`config.mk`:
```
export PLATFORM = sky130hd
export DESIGN_NAME = fdiv_iter
export DESIGN_NICKNAME = d
export VERILOG_FILES = /design/src/rtl/fdiv_iter.sv
export SDC_FILE = /design/constraint.sdc
export NUM_CORES = 1
export LEC_CHECK = 0
export BUFFER_PORTS_ARGS = -buffer_cell sky130_fd_sc_hd__buf_2
export CAP_MARGIN = 30
export CORE_AREA = 2 2 139 141
export CTS_BUF_LIST = sky130_fd_sc_hd__clkbuf_2 sky130_fd_sc_hd__clkbuf_4 sky130_fd_sc_hd__clkbuf_8
export DETAILED_ROUTE_END_ITERATION = 8
export DIE_AREA = 0 0 141 143
export HOLD_SLACK_MARGIN = 0.08
export MAX_ROUTING_LAYER = met4
export PLACE_DENSITY = 0.83
export SLEW_MARGIN = 15
export SYNTH_ARGS = -nofsm -noshare
export SYNTH_HDL_FRONTEND = slang
export SYNTH_SLANG_ARGS = --single-unit
```
`constraint.sdc`:
```
create_clock -name clk -period 8.1 [get_ports clk]
set_clock_uncertainty 0.2 [all_clocks]
set_input_delay 2.43 -clock clk [delete_from_list [all_inputs] [get_ports clk]]
set_output_delay 2.43 -clock clk [all_outputs]
set_load 0.02 [all_outputs]
```
`src/rtl/fdiv_iter.sv`:
```
`default_nettype none
// ============================================================================
//  Module   : fdiv_iter
//  Brief    : Iterative single-precision divider y = x1 / x2, one quotient
//             bit per cycle (radix-2 restoring), valid/ready on both sides.
//  Revision : 1.0  initial release
// ============================================================================
module fdiv_iter #(
  parameter int FAST_SPECIAL = 1
) (
  input  logic        clk,
  input  logic        rstn,
  input  logic [31:0] x1,
  input  logic [31:0] x2,
  input  logic        valid_in,
  output logic        ready_out,
  output logic [31:0] y,
  output logic        valid_out,
  input  logic        ready_in
);

  typedef enum logic [2:0] {
    S_IDLE  = 3'd0,
    S_PREP  = 3'd1,
    S_DIV   = 3'd2,
    S_ROUND = 3'd3,
    S_DONE  = 3'd4
  } state_t;

  state_t            r_state;
  state_t            w_next;
  logic [31:0]       r_x1;
  logic [31:0]       r_x2;
  logic [31:0]       r_y;
  logic [25:0]       r_rem;
  logic [23:0]       r_q;
  logic signed [9:0] r_eb;
  logic [4:0]        r_cnt;

  logic              w_sy;
  logic              w_e1z;
  logic              w_e2z;
  logic [23:0]       w_ma;
  logic [23:0]       w_mb;
  logic              w_adj;
  logic              w_ge;
  logic              w_inc;
  logic [23:0]       w_mant_r;
  logic [22:0]       w_mant_f;
  logic signed [9:0] w_eb_r;
  logic [31:0]       w_y_res;

  assign w_sy  = r_x1[31] ^ r_x2[31];
  assign w_e1z = (r_x1[30:23] == 8'd0);
  assign w_e2z = (r_x2[30:23] == 8'd0);
  assign w_ma  = {1'b1, r_x1[22:0]};
  assign w_mb  = {1'b1, r_x2[22:0]};
  assign w_adj = (w_ma < w_mb);
  assign w_ge  = (r_rem >= {2'b00, w_mb});

  // r_q keeps q[23:0]; the leading quotient bit is always 1 and shifts out.
  assign w_inc    = r_q[0] & ((|r_rem) | r_q[1]);
  assign w_mant_r = {1'b0, r_q[23:1]} + {23'd0, w_inc};
  assign w_mant_f = w_mant_r[23] ? 23'd0 : w_mant_r[22:0];
  assign w_eb_r   = r_eb + $signed({9'd0, w_mant_r[23]});

  always_comb begin
    w_y_res = {w_sy, w_eb_r[7:0], w_mant_f};
    if (w_e2z)                     w_y_res = {w_sy, 8'hFF, 23'd0};
    else if (w_e1z)                w_y_res = {w_sy, 31'd0};
    else if (w_eb_r >= 10'sd255)   w_y_res = {w_sy, 8'hFF, 23'd0};
    else if (w_eb_r <= 10'sd0)     w_y_res = {w_sy, 31'd0};
  end

  always_ff @(posedge clk or negedge rstn) begin
    if (!rstn) r_state <= S_IDLE;
    else       r_state <= w_next;
  end

  always_comb begin
    w_next    = r_state;
    ready_out = 1'b0;
    valid_out = 1'b0;
    case (r_state)
      S_IDLE: begin
        ready_out = 1'b1;
        if (valid_in) w_next = S_PREP;
      end
      S_PREP: begin
        if ((FAST_SPECIAL != 0) && (w_e1z || w_e2z)) w_next = S_ROUND;
        else                                          w_next = S_DIV;
      end
      S_DIV: begin
        if (r_cnt == 5'd0) w_next = S_ROUND;
      end
      S_ROUND: w_next = S_DONE;
      S_DONE: begin
        valid_out = 1'b1;
        if (ready_in) w_next = S_IDLE;
      end
      default: w_next = S_IDLE;
    endcase
  end

  always_ff @(posedge clk or negedge rstn) begin
    if (!rstn) begin
      r_x1  <= 32'd0;
      r_x2  <= 32'd0;
      r_y   <= 32'd0;
      r_rem <= 26'd0;
      r_q   <= 24'd0;
      r_eb  <= 10'sd0;
      r_cnt <= 5'd0;
    end else begin
      case (r_state)
        S_IDLE: begin
          if (valid_in) begin
            r_x1 <= x1;
            r_x2 <= x2;
          end
        end
        S_PREP: begin
          r_rem <= w_adj ? {1'b0, w_ma, 1'b0} : {2'b00, w_ma};
          r_eb  <= $signed({2'b00, r_x1[30:23]} - {2'b00, r_x2[30:23]}
                           + 10'd127 - {9'd0, w_adj});
          r_q   <= 24'd0;
          r_cnt <= 5'd24;
        end
        S_DIV: begin
          r_rem <= w_ge ? ((r_rem - {2'b00, w_mb}) << 1) : (r_rem << 1);
          r_q   <= {r_q[22:0], w_ge};
          r_cnt <= r_cnt - 5'd1;
        end
        S_ROUND: r_y <= w_y_res;
        default: ;
      endcase
    end
  end

  assign y = r_y;

endmodule
`default_nettype wire

```
==> results of run 1 <==
[per-stage QoR]
step	hold WS [ps]	instances
after detailed placement	259	1289
after CTS	281	1321
after floorplan	235	989
after global placement	249	1287
final	276	1322
after global routing	308	1322
[worst min-delay path, delay by kind of cell, from the launching register on]
family | cells | cell delay (ps)
DFF | 1 | 350
and+or+nand+nor | 2 | 100
[cell families (layout without fill, tap and decap cells)]
kind of cell             Yosys count  count (layout)  share of synthesized area [%]
AND/OR/NAND/NOR                  264             264                           12.7
flip-flops                       164             164                           42.5
XOR/XNOR                          63              63                           5.79
adder cells (fa/ha/maj)           69              69                           9.17
AO/OA/AOI/OAI                    265             265                           18.1
buffers and inverters             97             196                           4.07
multiplexers                      67              67                           7.68
[path summary, 6_finish.rpt]
| kind | endpoint | slack (ps) | depth (start not counted) |
|---|---|---|---|
| setup / recovery | y[0]$_DFFE_PN0P_ | 3790 | 14 |
| min in group asynchronous | r_x2[9]$_DFFE_PN0P_ | 1600 | 1 |
| setup reg to reg | y[0]$_DFFE_PN0P_ | 3790 | 14 |
| max in group asynchronous | r_rem[4]$_DFFE_PN0P_ | 4710 | 3 |
| hold / removal | y[28]$_DFFE_PN0P_ | 280 | 2 |
| hold reg to reg | y[28]$_DFFE_PN0P_ | 280 | 2 |
[layer usage]
metal	vias to the layer above	track usage, %
li1	3715	-
met1	3763	27.8
met2	227	38.8
met3	27	4.83
met4	0	6.53
met5	-	-
[sequential cells by signal, summed over array words and instances (netlist names)]
register  cells
r_x1         32
r_x2         32
y            32
r_rem        26
r_q          24
r_eb         10
r_cnt         5
r_state       3
[Yosys cell counts (5+ instances only)]
| library cell | instances |
|---|---|
| buf_2 | 5 |
| mux2i_1 | 10 |
| o21ai_0 | 61 |
| and3_1 | 14 |
| dfrtp_1 | 164 |
| o21ai_1 | 9 |
| nand3_1 | 29 |
| a211oi_1 | 7 |
| nand4_1 | 11 |
| o22ai_1 | 33 |
| xnor2_1 | 30 |
| o21ai_2 | 19 |
| nor3_1 | 12 |
| mux2_2 | 53 |
| a22o_1 | 21 |
| a21o_1 | 24 |
| clkbuf_1 | 27 |
| xor2_1 | 32 |
| nor4_1 | 7 |
| a21oi_1 | 52 |
| inv_1 | 54 |
| nor2_1 | 51 |
| buf_1 | 7 |
| ha_1 | 66 |
| nand2_1 | 111 |
[cell usage in the layout (no fill, tap or decap), drive strengths merged, types with 30 or more instances in the layout]
cell type,count
nor2,52
ha,66
o21ai,89
dfrtp,164
inv,61
buf,109
mux2,57
xor2,33
o22ai,33
nand2,111
a21oi,52
xnor2,30
[area by class of cell]
class                   count  area [um2]
inverters                  55         206
flip-flops and latches    164        4100
well taps                 234         293
fillers                  1568        7760
repair buffers            109         612
clock buffers              18         248
clock inverters            14         181
multi-input cells         728        5170
==> reports/results.txt, run 1 <==
Max_cap viols: 0
Worst EP arrival: 4460 ps
Fin area: 10800 um2
Die area: 20200 um2
Post-DP Area: 10400 um2
Critical-path cell list: and2_1 -> nand3_1 -> nor2_1 -> nand2_1 -> nor4_1 -> ha_1 -> nand3_1 -> nor2_1 -> nand3_1 -> xor2_1 -> o41a_1 -> o21ai_1 -> or4b_4 -> o21ai_1
Vias/cell: 5.85
Status: completed
Crit-path max cell delay: 500 ps
Yosys top cell by area: dfrtp_1
Place WS: 3890 ps
Final worst slack: 3790 ps
Synthesis Warnings: 0
WL final: 21400 um
Min-Delay Path Class: reg -> reg
Final Hold Fails: 0
Critical path's slowest cell: nor4_1
Slew Viols, Final: 0
Die W: 141 um
Drt wl/cell: 16.2 um
Worst-Skew Late Latency: 480 ps
Area Growth Syn to Fin: 12.0%
CP endpoint kind: register
Wire length on met3: 1040 um
CTS resizes: 0
Slew margin rel.: 37.4%
IO buf count: 101
Startpoint types: register
Clock Sinks: 164
Main area contributors after synthesis: dfrtp_1 (42%), ha_1 (8.5%), mux2_2 (6.2%), nand2_1 (4.3%), o21ai_0 (3.2%)
DR DRC count: 0
Post-CTS Setup Bufs: 0
Highest routed layer: met4
Met2 WL: 10600 um
Setup TNS: 0 ps
Worst-Margin Slew: 940 ps
# diodes: 0
Clk slew on worst S/H paths: 100 ps
H-tree levels: 4
Share of async-settable or async-resettable flops after synthesis: 100%
Dpl hpwl: 15400 um
Initial antenna violation count: 0
First-pass GRT wire length: 36300 um
Period utilisation layout: 53.2%
Syn_nets: 1126
TritonRoute pass-1 iters: 5
Post-synthesis sequential area ratio: 42.5%
Nets: 1212
Cts hold-fix bufs: 0
Unique cell type count in the Yosys netlist: 68
I/O pin count: 102
Max Root-Sink Buffers: 2
Share of the synthesized area in the top cell type: 42.5%
Worst Setup Path Type: reg -> reg
Met1 wire length: 9450 um
Starting Density: 52.0%
Worst path required time: 8260 ps
Syn Inst Count: 989
RSZ-0062 raised after global routing: false
Launch point of the worst path: r_q[0]$_DFFE_PN0P_
Number of global-route vias before repair: 7756
Top_reg_cell synth: dfrtp_1
Fmax: 232 MHz
Root Buffer Master: clkbuf_8
Critical path fanouts, max: 23
Die H: 143 um
Layout cells sized above 1: 21.0%
DR iter-0 viols: 477
# rows: 50
Cell family with most CP delay: simple AND/OR/NAND/NOR gates
Overall routing resource usage: 22.9%
Post-Syn Area per Cell: 9.77 um2
Final antenna-violating net count: 0
CTS buffer count: 17
Number of synthesized flops with an enable pin: 0
Synthesized flop and latch total: 164
Utilization after layout: 58.2%
HP Start: y[28]$_DFFE_PN0P_
Worst path most repeated cell: nand3_1
CTS tree: built
Buffers plus inverters on the worst setup path: 0
Pin count of the biggest net entering global routing: 95
Post-layout minimum cycle time: 4310 ps
Worst flop-to-flop path startpoint: r_q[0]$_DFFE_PN0P_
Final Wtd Congestion: 0.922
Core footprint: 18600 um2
# setup viols final: 0
Gr ovfl total: 0
Synthesized cell area: 9660 um2
Via count: 7732
Power of run 1 is left out: the tool's default activity adds up to more than one toggle a clock period on the data nets, which glitch-free logic cannot reach.
==> inputs of run 2 (changes only) <==
- clock period: 8.1 -> 4.4 ns (I/O delays scaled with it)
==> reports/results.txt, run 2 (same netlist as run 1, synthesis figures left out) <==
Post-Layout Cell Count: 1324 (+0.15%)
Slew margin rel.: 36.9% (-0.45 points)
H-tree levels: 4 (unchanged)
First-pass GRT wire length: 36900 um (+1.5%)
I/O pin count: 102 (unchanged)
Die W: 141 um (unchanged)
Period utilisation layout: 91.8% (+39 points)
Core footprint: 18600 um2 (unchanged)
HP Start: y[29]$_DFFE_PN0P_
Hold Path Stages: 2 (unchanged)
Fillers: 1577 (+0.57%)
Area Growth Syn to Fin: 11.8%
Gr ovfl total: 0 (unchanged)
DR iter-0 viols: 540 (+13%)
Register area: 4100 um2 (unchanged)
Cts hold-fix bufs: 0 (unchanged)
Overall routing resource usage: 23.4% (+0.50 points)
Multi-input gate area: 5200 um2 (+0.63%)
Post-layout minimum cycle time: 4040 ps (-267 ps)
Pin count of the biggest net entering global routing: 82 (-14%)
Worst EP arrival: 4260 ps (-200 ps)
Fmax: 248 MHz (+6.6%)
Worst path required time: 4620 ps (-3640 ps)
DR DRC count: 0 (unchanged)
Dpl hpwl: 15600 um (+1.4%)
Hold slack final: 275 ps (-0.484 ps)
Path depth of the worst reg2reg path: 14 (unchanged)
Min-Delay Path Class: reg -> reg
Final Wtd Congestion: 0.930 (+0.81%)
Max_cap viols: 0 (unchanged)
Status: completed
Startpoint types: register
Placed insts: 1290 (+0.078%)
Number of global-route vias before repair: 7692 (-0.83%)
RR Endpoint: y[6]$_DFFE_PN0P_
CTS tree: built
Slew Viols, Final: 0 (unchanged)
Initial antenna violation count: 1 (+1)
IO buf count: 101 (unchanged)
Critical path fanouts, max: 12 (-48%)
Worst-Margin Slew: 946 ps (+6.69 ps)
Vias/cell: 5.92 (+1.2%)
Post-CTS Setup Bufs: 0 (unchanged)
TritonRoute pass-1 iters: 5 (unchanged)
Max Root-Sink Buffers: 2 (unchanged)
Reg2Reg Setup Slack: 360 ps (-3430 ps)
Via count: 7840 (+1.4%)
Met2 WL: 10800 um (+1.8%)
Min-Delay Endpoint: y[29]$_DFFE_PN0P_
Drt wl/cell: 16.8 um (+4.1%)
Die area: 20200 um2 (unchanged)
Clk slew on worst S/H paths: 100 ps (about the same)
Final antenna-violating net count: 0 (unchanged)
Die H: 143 um (unchanged)
Starting Density: 52.0% (unchanged)
Worst Setup Path Type: reg -> reg
Root Buffer Master: clkbuf_8
Layout cells sized above 1: 21.2% (+0.26 points)
CP endpoint kind: register
Final Hold Fails: 0 (unchanged)
Wire length on met3: 1060 um (+1.7%)
# rows: 50 (unchanged)
# setup viols final: 0 (unchanged)
RSZ-0062 raised after global routing: false
WL final: 22300 um (+4.2%)
CTS buffer count: 17 (unchanged)
Met1 wire length: 9930 um (+5.1%)
Setup TNS: 0 ps (unchanged)
Most frequent cells in the layout: dfrtp_1 (164), nand2_1 (111), buf_2 (100), ha_1 (66), o21ai_0 (61)
Commonest non-fill, non-tap cell in the layout: dfrtp_1
Worst-Skew Late Latency: 490 ps (about the same)
Nets: 1213 (+0.083%)
Clock Sinks: 164 (unchanged)
Highest routed layer: met4
CTS resizes: 0 (unchanged)
Worst flop-to-flop path startpoint: r_q[0]$_DFFE_PN0P_
run 2: how the worst max path moves through the flow:
| stage | from | end | slack, ps | cells past startpoint |
|---|---|---|---|---|
| floorplan | r_x1[17]$_DFFE_PN0P_ | r_eb[9]$_DFFE_PN0P_ | 330 | 16 |
| global placement | r_q[0]$_DFFE_PN0P_ | y[3]$_DFFE_PN0P_ | 410 | 14 |
| detailed placement | r_q[0]$_DFFE_PN0P_ | y[2]$_DFFE_PN0P_ | 260 | 14 |
| CTS | r_q[0]$_DFFE_PN0P_ | y[2]$_DFFE_PN0P_ | 250 | 14 |
| global route | r_q[0]$_DFFE_PN0P_ | y[0]$_DFFE_PN0P_ | 20 | 14 |
| finish | r_q[0]$_DFFE_PN0P_ | y[6]$_DFFE_PN0P_ | 360 | 14 |
run 2: worst max-delay path: stages, from the launching register on:
cell	delay, ps
dfrtp_1	410
and2_1	170
nand3_1	130
nor2_1	340
nand2_1	210
nor4_4	440
ha_1	240
nand3_1	150
nor2_1	180
nand3_1	110
xor2_1	210
o41a_1	210
o21ai_2	120
or4b_4	680
o21ai_2	170
run 2: cell type report:
cell class                 instances  area share (%)
clock buffer                      19            2.36
sequential                       164            38.0
tap                              234            2.71
multi-input combinational        729            48.2
timing repair buffer             109            5.53
inverter                          55            1.91
antenna                            1          0.0232
clock inverter                    13            1.25
run 2: per-layer routing:
| metal | track usage (%) | vias to the layer above |
|---|---|---|
| met4 | 8.21 | 0 |
| met3 | 3.76 | 41 |
| li1 | - | 3730 |
| met1 | 29.6 | 3831 |
| met2 | 38.4 | 238 |
| met5 | - | - |
run 2: metrics by stage:
step	worst slack, ps	util (%)	area (um2)
after detailed placement	264	55.8	10400
final	360	58.1	10800
after CTS	246	57.9	10800
after global placement	406	55.8	10400
after global routing	23.3	58.1	10800
after floorplan	331	-	9660
Power of run 2 is left out for the same reason.
==> inputs of run 3 (changes only) <==
- RECOVER_POWER: unset -> 25
==> reports/results.txt, run 3 (same netlist as run 1, synthesis figures left out) <==
Period utilisation layout: 92.4% (+0.61 points)
DR iter-0 viols: 544 (+0.74%)
Worst Setup Path Type: reg -> reg
Starting Density: 52.0% (unchanged)
Buffers plus inverters on the worst setup path: 0 (unchanged)
CTS buffer count: 17 (unchanged)
Worst EP arrival: 4290 ps (+30 ps)
Final antenna-violating net count: 0 (unchanged)
Crit-path max cell delay: 680 ps (about the same)
TritonRoute pass-1 iters: 5 (unchanged)
Setup TNS: 0 ps (unchanged)
Max Root-Sink Buffers: 2 (unchanged)
Layout cells sized above 1: 20.9% (-0.28 points)
Vias/cell: 5.91 (-0.20%)
Most frequent cells in the layout: dfrtp_1 (164), nand2_1 (111), buf_2 (100), ha_1 (66), o21ai_0 (61)
Worst-Margin Slew: 2300 ps (+1360 ps)
Worst path required time: 4620 ps (about the same)
WP depth: 14 (unchanged)
Critical path fanouts, max: 12 (unchanged)
Cell family with most CP delay: simple AND/OR/NAND/NOR gates
Final Hold Fails: 0 (unchanged)
# rows: 50 (unchanged)
Max_cap viols: 2 (+2)
Pin count of the biggest net entering global routing: 82 (unchanged)
Final worst slack: 334 ps (-26.7 ps)
Overall routing resource usage: 23.4% (unchanged)
Via count: 7824 (-0.20%)
Nets: 1213 (unchanged)
Die H: 143 um (unchanged)
I/O pin count: 102 (unchanged)
IO buf count: 101 (unchanged)
Drt wl/cell: 16.8 um (about the same)
DR DRC count: 0 (unchanged)
Clk slew on worst S/H paths: 100 ps (about the same)
Initial antenna violation count: 1 (unchanged)
Root Buffer Master: clkbuf_8
RSZ-0062 raised after global routing: false
Hold Path Stages: 2 (unchanged)
Critical-path cell list: and2_1 -> nand3_1 -> nor2_1 -> nand2_1 -> nor4_4 -> ha_1 -> nand3_1 -> nor2_1 -> nand3_1 -> xor2_1 -> o41a_1 -> o21ai_2 -> or4b_4 -> o21ai_2
Slew margin rel.: -53.4% (-90 points)
CTS tree: built
Cts hold-fix bufs: 0 (unchanged)
Post-layout minimum cycle time: 4070 ps (+26.7 ps)
Die W: 141 um (unchanged)
Commonest non-fill, non-tap cell in the layout: dfrtp_1
H-tree levels: 4 (unchanged)
Number of global-route vias before repair: 7692 (unchanged)
Dpl hpwl: 15600 um (unchanged)
Core footprint: 18600 um2 (unchanged)
Fillers: 1582 (+0.32%)
# setup viols final: 0 (unchanged)
Place WS: 264 ps (unchanged)
Worst-Skew Late Latency: 490 ps (about the same)
Fmax: 246 MHz (-0.66%)
Worst path most repeated cell: nand3_1
Critical path's slowest cell: or4b_4
Path depth of the worst reg2reg path: 14 (unchanged)
Die area: 20200 um2 (unchanged)
Final Wtd Congestion: 0.930 (unchanged)
Slew Viols, Final: 79 (+79)
Reg2Reg Setup Slack: 330 ps (-30 ps)
First-pass GRT wire length: 36900 um (unchanged)
Hold slack final: 275 ps (+0.0530 ps)
Failing checks: max-capacitance violations, max-slew violations
Status: complete, but fails checks
CP endpoint kind: register
Startpoint types: register
Clock Sinks: 164 (unchanged)
Min-Delay Path Class: reg -> reg
Gr ovfl total: 0 (unchanged)
Area Growth Syn to Fin: 11.6%
WL final: 22300 um (about the same)
==> run 3: cell types whose count changed in the layout (fill, tap and decap cells not counted) <==
cell,change
clkbuf_1,+3
buf_4,-2
buf_6,-1
==> run 3: through the flow <==
stage          cells  cell area (um2)  utilization, %
3_3_place_gp    1290            10400            55.8
5_1_grt         1324            10800            58.0
3_5_place_dp    1290            10400            55.8
6_report        1324            10800            58.0
2_1_floorplan    989             9660               -
4_1_cts         1322            10800            57.9
==> run 3: metal layers <==
layer / track usage [%] / up-vias / wire length [um]
li1: - / 3721 / -
met1: 29.6 / 3826 / 9930
met2: 38.4 / 238 / 10800
met3: 3.76 / 39 / 1090
met4: 8.21 / 0 / 467
met5: - / - / 0
==> run 3: path summary, 6_finish.rpt <==
check | start | endpoint
worst max-delay path | r_q[0]$_DFFE_PN0P_ | y[6]$_DFFE_PN0P_
worst min-delay path | y[29]$_DFFE_PN0P_ | y[29]$_DFFE_PN0P_
worst max register to register | r_q[0]$_DFFE_PN0P_ | y[6]$_DFFE_PN0P_
worst min register to register | y[29]$_DFFE_PN0P_ | y[29]$_DFFE_PN0P_
max in group asynchronous | rstn | r_eb[9]$_DFFE_PN0P_
min in group asynchronous | rstn | r_x2[8]$_DFFE_PN0P_
==> run 3: tightest hold or removal path: cells and delay by family, from the launching register on <==
family	cells	cell delay [ps]
simple gates	2	100
flops	1	360
==> run 3: final cells by class <==
class                   count  area (um2)  share of cell area (%)
multi-input cells         729        5200                    48.3
clock inverters            13         135                    1.25
well taps                 234         293                    2.72
clock buffers              19         255                    2.37
inverters                  55         206                    1.91
repair buffers            109         582                    5.40
diodes                      1        2.50                  0.0232
flip-flops and latches    164        4100                    38.1
==> run 3: timing repair <==
action,in CTS,in global routing
gates resized for setup,0,4
buffers inserted,0,0
endpoints found under the setup margin,0,23
Power of run 3 is left out for the same reason.
